File: config.mk
export PLATFORM = sky130hd
export DESIGN_NAME = des_round_merge
export DESIGN_NICKNAME = d
export VERILOG_FILES = /design/src/rtl/des_round_merge.sv
export SDC_FILE = /design/constraint.sdc
export NUM_CORES = 1
export LEC_CHECK = 0
export CAP_MARGIN = 20
export CORE_AREA = 5 5 96 98
export CTS_CLUSTER_DIAMETER = 80
export CTS_CLUSTER_SIZE = 25
export DETAILED_ROUTE_END_ITERATION = 12
export DIE_AREA = 0 0 101 103
export PLACE_DENSITY = 0.89
export SYNTH_ARGS = -nofsm -noshare
export SYNTH_HDL_FRONTEND = slang
export SYNTH_SLANG_ARGS = --single-unit
File: constraint.sdc
create_clock -name clk -period 2.2 [get_ports clk]
set_input_delay 0.44 -clock clk [delete_from_list [all_inputs] [get_ports clk]]
set_output_delay 0.44 -clock clk [all_outputs]
set_load 0.005 [all_outputs]
File: src/rtl/des_round_merge.sv
// DES round merge: P-permutes the S-box word, XORs it into L and swaps halves (no swap on LAST_ROUND).
// Latency 1 cycle from acceptance to out_valid. Holds the result while out_ready is low.
// DES_MERGE_SKID_EN selects a 2-entry skid buffer with registered in_ready; default is a single output register.
module des_round_merge #(
  parameter logic [3:0] LAST_ROUND = 4'd15
) (
  input  logic        clk,
  input  logic        rst_n,
  input  logic        in_valid,
  output logic        in_ready,
  input  logic [31:0] sbox_out,
  input  logic [31:0] l_in,
  input  logic [31:0] r_in,
  input  logic [3:0]  round_in,
  output logic        out_valid,
  input  logic        out_ready,
  output logic [31:0] l_out,
  output logic [31:0] r_out,
  output logic [3:0]  round_out
);

  // DES P permutation: output bit i (1 = MSB) takes input bit P[i], i.e. vector bit 32-P[i]
  logic [31:0] f;
  assign f = {sbox_out[16], sbox_out[25], sbox_out[12], sbox_out[11],
              sbox_out[3],  sbox_out[20], sbox_out[4],  sbox_out[15],
              sbox_out[31], sbox_out[17], sbox_out[9],  sbox_out[6],
              sbox_out[27], sbox_out[14], sbox_out[1],  sbox_out[22],
              sbox_out[30], sbox_out[24], sbox_out[8],  sbox_out[18],
              sbox_out[0],  sbox_out[5],  sbox_out[29], sbox_out[23],
              sbox_out[13], sbox_out[19], sbox_out[2],  sbox_out[26],
              sbox_out[10], sbox_out[21], sbox_out[28], sbox_out[7]};

  logic [31:0] nxt_l;
  logic [31:0] nxt_r;

  // Feistel merge; the last round keeps the halves in place
  always_comb begin
    nxt_l = r_in;
    nxt_r = l_in ^ f;
    if (round_in == LAST_ROUND) begin
      nxt_l = l_in ^ f;
      nxt_r = r_in;
    end
  end

  logic accept;
  logic retire;

  assign accept = in_valid & in_ready;
  assign retire = out_valid & out_ready;

`ifdef DES_MERGE_SKID_EN
  // Head of the buffer lives in l_out/r_out/round_out; the second entry is the skid slot.
  logic [1:0]  count;
  logic [1:0]  count_nxt;
  logic        rdy_q;
  logic [31:0] skid_l;
  logic [31:0] skid_r;
  logic [3:0]  skid_round;

  // rdy_q resets high (buffer empty) but is masked while reset is asserted
  assign in_ready  = rst_n & rdy_q;
  assign out_valid = (count != 2'd0);

  // Occupancy after this cycle's accept/retire; simultaneous accept and retire cancel
  always_comb begin
    count_nxt = count;
    if (accept && !retire) begin
      count_nxt = count + 2'd1;
    end else if (retire && !accept) begin
      count_nxt = count - 2'd1;
    end
  end

  // Occupancy, registered ready, and data movement between head and skid slot
  always_ff @(posedge clk) begin
    if (!rst_n) begin
      count      <= 2'd0;
      rdy_q      <= 1'b1;
      l_out      <= 32'd0;
      r_out      <= 32'd0;
      round_out  <= 4'd0;
      skid_l     <= 32'd0;
      skid_r     <= 32'd0;
      skid_round <= 4'd0;
    end else begin
      count <= count_nxt;
      rdy_q <= (count_nxt != 2'd2);
      case ({accept, retire})
        2'b10: begin
          if (count == 2'd0) begin
            l_out     <= nxt_l;
            r_out     <= nxt_r;
            round_out <= round_in;
          end else begin
            skid_l     <= nxt_l;
            skid_r     <= nxt_r;
            skid_round <= round_in;
          end
        end
        2'b01: begin
          if (count == 2'd2) begin
            l_out     <= skid_l;
            r_out     <= skid_r;
            round_out <= skid_round;
          end
        end
        2'b11: begin
          if (count == 2'd2) begin
            l_out      <= skid_l;
            r_out      <= skid_r;
            round_out  <= skid_round;
            skid_l     <= nxt_l;
            skid_r     <= nxt_r;
            skid_round <= round_in;
          end else begin
            l_out     <= nxt_l;
            r_out     <= nxt_r;
            round_out <= round_in;
          end
        end
        default: begin
        end
      endcase
    end
  end
`else
  // Single output register: free when empty or being drained this cycle
  assign in_ready = rst_n & (~out_valid | out_ready);

  // Load on accept, clear valid on a retire with no replacement
  always_ff @(posedge clk) begin
    if (!rst_n) begin
      out_valid <= 1'b0;
      l_out     <= 32'd0;
      r_out     <= 32'd0;
      round_out <= 4'd0;
    end else if (accept) begin
      out_valid <= 1'b1;
      l_out     <= nxt_l;
      r_out     <= nxt_r;
      round_out <= round_in;
    end else if (retire) begin
      out_valid <= 1'b0;
    end
  end
`endif

endmodule

==> flow_summary.yaml, run 1 <==
critical_path:
  cp_data_arrival_time_ns: 1.66
  cp-start-kind: "input pin"
  critPathMaxStageDelay_ns: 0.53
  r2r_end: "l_out[16]"
  path_class: "input pin to output port"
  critPathTopFamily: "buffers and inverters"
  crit_buf_inv: 2
  cp_cell_sequence: "clkdlybuf4s50_1 > nand2b_4 > and2_1 > clkdlybuf4s50_1"
  reg2reg_slack_ns: 0.80
  cp_max_fo: 2
  r2r-start: "out_valid"
  cp_slowest_cell: "clkdlybuf4s50_1"
  r2r_cells: 5
  cp_num_cells: 4
  setup.worst_path.end: "in_ready"
  cp.required_ns: 1.76
  crit_path_end_kind: "output port"
  startpoint: "out_ready"
  cp_common_cell: "clkdlybuf4s50_1"
clocking:
  postCtsSetupRepairBufs: 0
  clk_latency_ns: 0.33
  htreeDepth: 3
  ctsResizeCount: 0
  cts-hold-fix-buffers: 0
  clkSinkCount: 69
  clk_pin_slew_ns: 0.07
  cts_tree: "yes"
  clk_path_buf_depth: 2
  root_buffer: "clkbuf_8"
  cts_buffers: 9
final_layout:
  fillers: 685
  stdcell_count: 616
  final_area_um2: 5470
  final_common_cell: "clkdlybuf4s50_1"
  nets: 607
  diodes: 0
  drive_gt1_share_pct: 5.31
  syn_to_final_growth_pct: 59.2
  final_cell_mix: "clkdlybuf4s50_1 (172), mux2i_1 (128), dfxtp_1 (69), nand2_1 (68), xor2_1 (32)"
placement:
  hpwlAfterDp_um: 7270
  dpl_cell_area_um2: 5260
  gp_congestion: 0.771
  place.port_buffers: 173
  placed_cells: 600
global_routing:
  grt_pass1_wl_um: 14700
  grt_pass1_vias: 3198
  grt-ovfl-total: 0
  antenna_found_initial: 0
  grtUsageTotal_pct: 17.6
  grt_max_degree: 74
floorplanning:
  core_area_um2: 8380
  die_area_um2: 10400
  top_level_ports: 174
  initial_utilization_pct: 41.0
  rows: 34
  fp.dieW_um: 101
  die_height_um: 103
hold_path:
  min_path_type: "flip-flop to flip-flop"
  min_from: "l_out[13]"
routing:
  wirelength_um: 9430
  via_count: 3029
  dr.pass1.iters: 4
  avgRoutedWirePerCell_um: 15.3
  drc: 0
  drt_first_iter_violations: 67
  drtAntennaViolNets: 0
  via_per_inst: 4.92
flow_run:
  cap_violations: 0
sta:
  grt_setup_unrepaired: "false"
  slew_viol_final: 0
  post-route-period-util_pct: 95.5
  relSlewSlack_pct: 49.4
  finalSetupTns_ns: 0
  skew_ns: 0.00568
  min_period_ns: 2.10
  fmax_ghz: 0.476
  finalHoldViolations: 0
  setup_violations: 0
  holdWs_ns: 0.458
  worstMarginPinSlew_ns: 0.760
synth:
  synthCells: 334
  yosys.area.top_type: "dfxtp_1"
  synth_area_leaders: "dfxtp_1 (40%), mux2i_1 (37%), xor2_1 (8.2%)"
  yosys.area.top_type_share_pct: 40.2
  synth_area_um2: 3440
  yosys_warnings: 0
  ys_ff_latch: 69
  synth_cell_type_count: 16
  synth_nets: 438
  yosysSeqAreaShare_pct: 40.2
  synth_area_per_cell_um2: 10.3
pwr:
  power_density_nw_per_um2: 600
  irDropWorstVdd_v: 0.000282
  p_leak_nw: 2.49
status:
  status: "finished, final reports clean"
==> sequential cells by signal, indices dropped and copies added (netlist names) <==
signal,cells
l_out,32
out_valid,1
r_out,32
round_out,4
==> worst min-delay path, cell delays in order (launching register included) <==
cell	delay, ns
dfxtp_1	0.31
nand2_1	0.05
mux2i_1	0.05
==> cell usage after synthesis <==
library cell and instances:
mux2i_1 128, dfxtp_1 69, nand2_1 68, xor2_1 32, buf_2 6, buf_4 6
clkbuf_1 6, nand4_1 5, buf_6 4, o21ai_1 4, a21boi_0 1, and2_1 1
and3_4 1, buf_1 1, inv_1 1, nand2b_4 1
==> per-layer routing <==
| layer | vias to the layer above | share of wire (%) | GRT usage [%] | wire length (um) |
|---|---|---|---|---|
| met5 | - | 0 | 0 | 0 |
| met4 | 0 | 2.0 | 7.06 | 191 |
| met3 | 16 | 7.7 | 5.28 | 724 |
| met2 | 105 | 53 | 32.6 | 4960 |
| met1 | 1427 | 38 | 18.8 | 3550 |
| li1 | 1481 | - | - | - |
==> final cells by class <==
class                   count  area [um2]  share of cell area, %
clock buffers              11         151                   2.77
flip-flops and latches     69        1380                   25.2
repair buffers            181        1840                   33.6
multi-input cells         241        1910                   34.8
well taps                 108         135                   2.47
inverters                   1        3.75                 0.0686
clock inverters             5        58.8                   1.07
==> how the worst min path moves through the flow <==
stage | end | slack, ns | cells past startpoint
CTS | round_out[1] | 0.46 | 2
floorplan | round_out[0] | 0.44 | 2
detailed placement | round_out[1] | 0.45 | 2
finish | l_out[13] | 0.46 | 2
global placement | round_out[1] | 0.44 | 2
global route | l_out[8] | 0.48 | 2
==> kinds of logic after synthesis <==
| kind of cell | count (synthesis) | synth area share, % |
|---|---|---|
| flops | 69 | 40.2 |
| xor+xnor | 32 | 8.15 |
| mux | 128 | 37.3 |
| buf+inv | 24 | 4.37 |
| compound gates | 5 | 0.801 |
| simple gates | 76 | 9.24 |
==> metrics by stage <==
step	worst slack [ns]	power [mW]	util, %
after floorplan	0.722	1.75	-
after global placement	0.0929	2.23	62.8
after detailed placement	0.0929	2.26	62.8
after CTS	0.0916	3.32	65.3
after global routing	0.0759	3.45	65.3
final	0.0980	3.29	65.3
==> power breakdown <==
group / total [mW] / switching, mW / internal (mW)
Sequential: 1.42 / 0.0605 / 1.36
Clock: 1.06 / 0.478 / 0.585
Combinational: 0.799 / 0.291 / 0.508
Total: 3.29 / 0.830 / 2.46
Power figures use the tool's default switching activity.
==> inputs of run 2 (changes only) <==
--- a/config.mk
+++ b/config.mk
@@ -11,7 +11,7 @@
 export CTS_CLUSTER_SIZE = 25
 export DETAILED_ROUTE_END_ITERATION = 12
 export DIE_AREA = 0 0 101 103
-export PLACE_DENSITY = 0.89
+export PLACE_DENSITY_LB_ADDON = 0.1
 export SYNTH_ARGS = -nofsm -noshare
 export SYNTH_HDL_FRONTEND = slang
 export SYNTH_SLANG_ARGS = --single-unit
==> flow_summary.yaml, run 2 (synthesis results as in run 1) <==
floorplanning:
  top_level_ports: 174
  die_height_um: 103
  fp.dieW_um: 101
  initial_utilization_pct: 41.0
  rows: 34
  core_area_um2: 8380
  die_area_um2: 10400
hold_path:
  min_path_type: "flip-flop to flip-flop"
flow_run:
  cap_violations: 0
routing:
  avgRoutedWirePerCell_um: 14.6
  dr.pass1.iters: 4
  drtAntennaViolNets: 0
  drt_first_iter_violations: 45
  wirelength_um: 9010
  via_per_inst: 4.78
  drc: 0
  via_count: 2954
critical_path:
  crit_buf_inv: 2
  cp_cell_sequence: "clkdlybuf4s50_1 > nand2b_4 > and2_1 > clkdlybuf4s50_1"
  cp-start-kind: "input pin"
  crit_path_end_kind: "output port"
  path_class: "input pin to output port"
  cp_common_cell: "clkdlybuf4s50_1"
  cp.required_ns: 1.76
  cp_max_fo: 7
  critPathMaxStageDelay_ns: 0.50
  cp_slowest_cell: "clkdlybuf4s50_1"
  cp_data_arrival_time_ns: 1.67
  critPathTopFamily: "buffers and inverters"
pwr:
  seqPwrFrac_pct: 43.9
  p_switching_uw: 816
  power_density_nw_per_um2: 590
  combPwrFrac_pct: 24.5
  power.internal_mw: 2.42
  clkPwrFrac_pct: 31.6
  p_leak_nw: 2.49
  irDropWorstVdd_v: 0.000345
  sw_frac_of_total_pct: 25.2
  p_total_mw: 3.24
global_routing:
  grt-ovfl-total: 0
  grt_pass1_vias: 3059
  grtUsageTotal_pct: 16.7
  antenna_found_initial: 0
  grt_max_degree: 74
  grt_pass1_wl_um: 14000
sta:
  setup_violations: 0
  min_period_ns: 2.11
  fmax_ghz: 0.475
  slew_viol_final: 0
  finalHoldViolations: 0
  skew_ns: 0.00820
  relSlewSlack_pct: 49.4
  holdWs_ns: 0.452
  grt_setup_unrepaired: "false"
  finalSetupTns_ns: 0
  worstMarginPinSlew_ns: 0.759
  post-route-period-util_pct: 95.8
final_layout:
  fillers: 704
  diodes: 0
  nets: 609
  reg_top3: "l_out x32, r_out x32, round_out x4"
  syn_to_final_growth_pct: 59.7
  final_cell_mix: "clkdlybuf4s50_1 (172), mux2i_1 (128), dfxtp_1 (69), nand2_1 (68), xor2_1 (32)"
  final_area_um2: 5490
  drive_gt1_share_pct: 5.69
  final_common_cell: "clkdlybuf4s50_1"
clocking:
  cts_tree: "yes"
  ctsResizeCount: 0
  htreeDepth: 3
  cts_buffers: 9
  postCtsSetupRepairBufs: 0
  clk_path_buf_depth: 2
  root_buffer: "clkbuf_8"
  clk_pin_slew_ns: 0.07
  clk_latency_ns: 0.32
  cts-hold-fix-buffers: 0
  clkSinkCount: 69
status:
  status: "finished, final reports clean"
placement:
  dpl_cell_area_um2: 5290
  place.port_buffers: 173
  gp_congestion: 0.734
  hpwlAfterDp_um: 6910
## run 2: cell types whose count changed in the layout (fill, tap and decap cells not counted)
cell	delta
clkinv_4	-1
buf_4	+1
clkinv_2	+1
clkbuf_8	-1
clkinvlp_4	+1
buf_12	+1
## run 2: layer usage
layer	up-vias	share of wire (%)	global-route usage [%]	wire length (um)
li1	1479	-	-	-
met1	1363	40	19.1	3640
met2	102	49	29.4	4440
met3	10	9.1	5.62	823
met4	0	1.3	5.73	119
met5	-	0	0	0
## run 2: path summary, 6_finish.rpt
check,startpoint,to,slack [ns],cells past startpoint
setup / recovery,out_ready,in_ready,0.09,4
hold / removal,round_out[1],round_out[1],0.45,2
setup reg to reg,out_valid,l_out[27],0.96,4
hold reg to reg,round_out[1],round_out[1],0.45,2
## run 2: final cells by class
| cell class | count | area, um2 | share of cell area (%) |
|---|---|---|---|
| Clock buffer | 10 | 138 | 2.51 |
| Clock inverter | 6 | 62.6 | 1.14 |
| Inverter | 1 | 3.75 | 0.0684 |
| Multi-Input combinational cell | 241 | 1910 | 34.7 |
| Sequential cell | 69 | 1380 | 25.2 |
| Tap cell | 108 | 135 | 2.46 |
| Timing Repair Buffer | 183 | 1860 | 33.9 |
## run 2: metrics by stage
| step | util, % | worst slack, ns | cells |
|---|---|---|---|
| floorplan | - | 0.722 | 334 |
| global placement | 63.1 | 0.104 | 602 |
| detailed placement | 63.1 | 0.0935 | 602 |
| CTS | 65.5 | 0.0874 | 618 |
| global route | 65.5 | 0.0498 | 618 |
| finish | 65.5 | 0.0935 | 618 |
## run 2: power groups by stage
stage / registers, mW / logic (mW) / clock network, mW
floorplan: 1.46 / 0.296 / 0
global placement: 1.44 / 0.791 / 0
detailed placement: 1.45 / 0.805 / 0
CTS: 1.42 / 0.809 / 1.05
global route: 1.44 / 0.865 / 1.10
finish: 1.42 / 0.795 / 1.02
## run 2: worst reg2reg max path: stages (launching register included)
cell,delay (ns)
dfxtp_1,0.34
nand2b_4,0.10
and3_4,0.24
buf_12,0.24
mux2i_1,0.23
